**src/rtl/mpadder_serial_pkg.sv**
```systemverilog
// Shared parameters, state encoding and sizing helpers for the serial
// multi-precision adder/subtractor.
package mpadder_serial_pkg;

   localparam int unsigned N_DEF     = 514;
   localparam int unsigned CHUNK_DEF = 128;

   typedef enum logic [1:0] {
      IDLE = 2'b00,
      RUN  = 2'b01,
      DONE = 2'b10
   } state_e;

   // Slices needed to hold the N+1-bit result: ceil((n+1)/chunk).
   function automatic int unsigned nchunk_of(input int unsigned n, input int unsigned chunk);
      return (n + chunk) / chunk;
   endfunction

   function automatic int unsigned cnt_width_of(input int unsigned nchunk);
      return (nchunk > 1) ? $clog2(nchunk) : 1;
   endfunction

endpackage

```
**src/rtl/mp_chunk_add.sv**
```systemverilog
// One CHUNK-bit slice of the ripple adder: {cout,sum} = a + b + cin.
module mp_chunk_add
   import mpadder_serial_pkg::*;
#(
   parameter int unsigned CHUNK = CHUNK_DEF
) (
   input  logic [CHUNK-1:0] a,
   input  logic [CHUNK-1:0] b,
   input  logic             cin,
   output logic [CHUNK-1:0] sum,
   output logic             cout
);

   assign {cout, sum} = {1'b0, a} + {1'b0, b} + {{CHUNK{1'b0}}, cin};

endmodule

```
**src/rtl/mpadder_serial.sv**
```systemverilog
// Serial multi-precision adder/subtractor: operands latched on start, one
// CHUNK-bit slice per cycle, result returned with a one-cycle done pulse.
module mpadder_serial
   import mpadder_serial_pkg::*;
#(
   parameter int unsigned N     = N_DEF,
   parameter int unsigned CHUNK = CHUNK_DEF
) (
   input  logic         clk,
   input  logic         resetn,
   input  logic         start,
   input  logic         subtract,
   input  logic [N-1:0] in_a,
   input  logic [N-1:0] in_b,
   output logic [N:0]   result,
   output logic         done
);

   localparam int unsigned NCHUNK = nchunk_of(N, CHUNK);
   localparam int unsigned W      = NCHUNK * CHUNK;
   localparam int unsigned CW     = cnt_width_of(NCHUNK);
   localparam logic [CW-1:0] LAST_CNT = CW'(NCHUNK - 1);

   state_e          state_q, state_d;
   logic [W-1:0]    opa_q, opa_d;
   logic [W-1:0]    opb_q, opb_d;
   logic [W-1:0]    acc_q, acc_d;
   logic            carry_q, carry_d;
   logic [CW-1:0]   cnt_q, cnt_d;
   logic [N:0]      result_q, result_d;
   logic            done_q, done_d;

   logic [CHUNK-1:0] slice_sum;
   logic             slice_cout;

   mp_chunk_add #(.CHUNK(CHUNK)) u_chunk_add (
      .a    (opa_q[CHUNK-1:0]),
      .b    (opb_q[CHUNK-1:0]),
      .cin  (carry_q),
      .sum  (slice_sum),
      .cout (slice_cout)
   );

   // NOTE: every _d gets a hold default before the case so no path leaves it
   // unassigned; otherwise this always_comb would infer latches.
   always_comb begin
      state_d  = state_q;
      opa_d    = opa_q;
      opb_d    = opb_q;
      acc_d    = acc_q;
      carry_d  = carry_q;
      cnt_d    = cnt_q;
      result_d = result_q;
      done_d   = 1'b0;

      unique case (state_q)
         IDLE: begin
            if (start) begin
               // Invert only the N operand bits; the zero-extension stays zero
               // so the top slice never produces a carry beyond bit N.
               opa_d   = {{(W-N){1'b0}}, in_a};
               opb_d   = {{(W-N){1'b0}}, (subtract ? ~in_b : in_b)};
               carry_d = subtract;
               cnt_d   = '0;
               state_d = RUN;
            end
         end

         RUN: begin
            opa_d   = opa_q >> CHUNK;
            opb_d   = opb_q >> CHUNK;
            acc_d   = {slice_sum, acc_q[W-1:CHUNK]};
            carry_d = slice_cout;
            cnt_d   = cnt_q + 1'b1;
            if (cnt_q == LAST_CNT) begin
               result_d = acc_d[N:0];
               done_d   = 1'b1;
               state_d  = DONE;
            end
         end

         DONE: begin
            state_d = IDLE;
         end

         default: begin
            state_d = IDLE;
         end
      endcase
   end

   // NOTE: sequential state uses non-blocking assignments only, so every
   // flop samples the pre-edge values computed above.
   always_ff @(posedge clk or negedge resetn) begin
      if (!resetn) begin
         state_q  <= IDLE;
         opa_q    <= '0;
         opb_q    <= '0;
         acc_q    <= '0;
         carry_q  <= 1'b0;
         cnt_q    <= '0;
         result_q <= '0;
         done_q   <= 1'b0;
      end else begin
         state_q  <= state_d;
         opa_q    <= opa_d;
         opb_q    <= opb_d;
         acc_q    <= acc_d;
         carry_q  <= carry_d;
         cnt_q    <= cnt_d;
         result_q <= result_d;
         done_q   <= done_d;
      end
   end

   assign result = result_q;
   assign done   = done_q;

endmodule

```
**config.mk**
```make
export PLATFORM = sky130hd
export DESIGN_NAME = mpadder_serial
export DESIGN_NICKNAME = d
export VERILOG_FILES = /design/src/rtl/mpadder_serial_pkg.sv /design/src/rtl/mp_chunk_add.sv /design/src/rtl/mpadder_serial.sv
export SDC_FILE = /design/constraint.sdc
export NUM_CORES = 2
export LEC_CHECK = 0
export CORE_AREA = 2 2 605 607
export CTS_CLUSTER_DIAMETER = 50
export DETAILED_ROUTE_END_ITERATION = 12
export DIE_AREA = 0 0 607 609
export HOLD_SLACK_MARGIN = 0.06
export MAX_ROUTING_LAYER = met4
export PLACE_DENSITY = 0.54
export RECOVER_POWER = 25
export SYNTH_ARGS = -nofsm -noshare
export SYNTH_HDL_FRONTEND = slang
export SYNTH_SLANG_ARGS = --single-unit
```
**constraint.sdc**
```tcl
create_clock -name clk -period 4.85 [get_ports clk]
set_input_delay 0.97 -clock clk [delete_from_list [all_inputs] [get_ports clk]]
set_output_delay 0.97 -clock clk [all_outputs]
set_load 0.01 [all_outputs]
```
==> out/metrics.cfg <==
[synth]
ys.flop_type = dfrtp_1
ys_ff_latch = 2062
yosys-top-cells-area = dfrtp_1, nand2_1, xnor2_1, o21ai_0, nor2_1
post_synth.cell_area_avg_um2 = 8.56
synth_top_area_share_pct = 54.6
yosys_warnings = 0
synth_cells = 11000
synthesis.area_um2 = 94500
synth_nets = 12200
yosys.area.top_type = dfrtp_1
async_flop_share_pct = 100
yosysUniqueCellTypes = 77
seq_area_frac_synth_pct = 54.6
synth-edff-count = 0

[timing]
min_period_over_period_pct = 94.9
skew_ns = 0.0890
setup_viol = 0
max_freq_ghz = 0.217
slew-limit-headroom_pct = -126
rsz0062_at_grt = false
hold_slack_ns = 0.447
hold_viol = 0
tightest_slew_ns = 3.39
setup_tns_ns = 0
min_period_ns = 4.60
slew_violations = 1107

[clock_network]
cts_buffer_depth = 4
root_buffer = clkbuf_16
clk_latency_ns = 0.95
clk_pin_slew_ns = 0.06
clock-sinks = 2062
cts_tree = yes
cts_buffers = 326
htreeDepth = 5

[power_and_ir_drop]
p_seq_share_pct = 34.1
power.switching_mw = 40.0
peakVddDrop_mv = 0.441
clockPowerShare_pct = 26.0
intPower_mw = 53.1
p_sw_share_pct = 43.0
p_per_area_nw_per_um2 = 733
static-leakage-power_nw = 57.0
comb_power_share_pct = 40.0

[placement]
dpl.hpwl_um = 334000
numPlacedInstances = 16900
gp_congestion = 0.922
io_buffers = 1547

[detailed_routing]
wire_per_inst_um = 24.5
drtAntennaViolNets = 0
drt_iter0_drc = 6695
viasPerCell = 4.68
drc = 0
drt_pre_antenna_iters = 6
via_count = 82500
wl_um = 432000

[setup_path]
critPathKind = reg -> reg
start_kind = flop
crit_required_ns = 5.61
critical_path.endpoint_type = flop
worstPathMaxFanout = 4
worst_ep_arrival_time_ns = 5.37

[global_route]
antenna_found_initial = 200
grt_pass1_wl_um = 605000
grt.overflow.total = 0
grt_pass1_vias = 80900
grt_usage_pct = 23.4
top_usage_layer = met2
met2_usage_pct = 37.1
global_route.usage.met1_pct = 29.2
gr-usage-met3_pct = 4.02
grt_max_degree = 190

[die]
pin_count = 1548
die_x_um = 607
die-area_um2 = 370000
start_util_pct = 26.0
row_count = 222
die_h_um = 609
core_um2 = 364000

[finish]
final_common_cell = nand2_1
stdcell_count = 17600
fill_cells = 38300
drive_gt1_share_pct = 6.07
layout_common_cells = nand2_1, dfrtp_1, clkdlybuf4s50_1
nets = 13600
syn_to_final_growth_pct = 34.5

[hold_path]
hp-class = reg -> reg

[flow_run]
cap_viol_max_count = 23

[outcome]
outcome = complete, but fails checks
violations = max-capacitance violations, max-slew violations

==> worst max-delay path: stages, from the launching register on <==
cell and delay (ns):
dfrtp_1 0.39, fa_1 0.49, inv_1 0.10, fa_1 0.20
and2b_1 0.21, o2111ai_2 0.25, a2111oi_2 0.11, buf_4 0.17
nor2_1 0.26, a21oi_2 0.18, o311ai_4 0.38, nor4bb_4 0.51
buf_4 0.21, nor3_4 0.06, a41o_1 0.40, a31oi_1 0.26
o211ai_1 0.15, a21boi_1 0.14
==> worst paths after layout <==
kind | startpoint | end | slack [ns] | cells past startpoint
setup / recovery | opa_q[0]$_DFFE_PN0P_ | carry_q$_DFFE_PN0P_ | 0.25 | 17
hold / removal | acc_q[185]$_DFFE_PN0P_ | result[57]$_DFFE_PN0P_ | 0.45 | 2
setup reg to reg | opa_q[0]$_DFFE_PN0P_ | carry_q$_DFFE_PN0P_ | 0.25 | 17
hold reg to reg | acc_q[185]$_DFFE_PN0P_ | result[57]$_DFFE_PN0P_ | 0.45 | 2
max in group asynchronous | resetn | acc_q[176]$_DFFE_PN0P_ | 0.60 | 3
min in group asynchronous | resetn | opb_q[488]$_DFFE_PN0P_ | 0.71 | 2
==> final cells by class <==
type	instances	area (um2)	share of cell area [%]
antenna	145	363	0.286
clock buffer	422	9060	7.13
clock inverter	171	2150	1.69
inverter	41	161	0.127
multi-input combinational	8200	40000	31.5
sequential	2062	51600	40.6
tap	4816	6030	4.74
timing repair buffer	1761	17700	13.9
==> flip-flops by register name, summed over array words and instances, names as in the netlist <==
register,count
carry_q,1
state_q,2
result,515
cnt_q,3
opb_q,514
opa_q,514
done,1
acc_q,512
==> cell families (layout without fill, tap and decap cells) <==
family          after synthesis  count (layout)  share of synthesized area, %
xor+xnor                    629             629                          5.83
compound gates             2092            2092                          12.9
other cells                   0             145                             0
simple gates               5346            5346                          21.7
mux                           2               2                        0.0238
buf+inv                     776            2395                          3.16
fa+ha+maj                   131             131                          1.75
flops                      2062            2062                          54.6
==> Yosys cell counts, drive strengths merged (11+ instances only) <==
master	instances
a21oi	589
o21bai	40
clkbuf	682
o21ai	752
buf	51
xnor2	581
xor2	48
nand2	4271
a22o	129
inv	41
a21o	64
nand4	58
dfrtp	2062
nand3	26
a21boi	11
nor3	32
a31oi	409
nor2	886
or3	11
nor2b	14
nor4	11
o21a	24
ha	129
==> layer usage <==
| layer | share of wire (%) | wire length [um] |
|---|---|---|
| met1 | 43 | 186000 |
| met4 | 4.4 | 18800 |
| met3 | 5.0 | 21800 |
| met5 | 0 | 0 |
| met2 | 47 | 205000 |
==> power groups by stage <==
stage               Combinational (mW)  Sequential, mW  Clock (mW)
CTS                               37.7            31.8        24.7
global placement                  37.4            31.9           0
global route                      41.2            32.6        25.4
finish                            37.2            31.7        24.2
detailed placement                37.5            32.1           0
floorplan                         21.2            29.1           0
==> per-stage QoR <==
stage	utilization (%)	worst slack (ns)	instance area (um2)	total power, mW
after floorplan	-	1.32	94500	50.2
after global placement	31.8	-0.676	116000	69.2
after detailed placement	31.8	-0.612	116000	69.6
after CTS	34.9	0.0728	127000	94.2
after global routing	34.9	0.0447	127000	99.2
final	34.9	0.246	127000	93.1
==> what timing repair did <==
action,4_1_cts,5_1_grt
resized for setup,5,2
setup buffers,0,0
pin swaps,0,0
setup endpoints to repair,7,3
gates cloned,0,0
hold endpoints to repair,28,0
hold buffers,1,0
(Power assumes the default switching activity.)
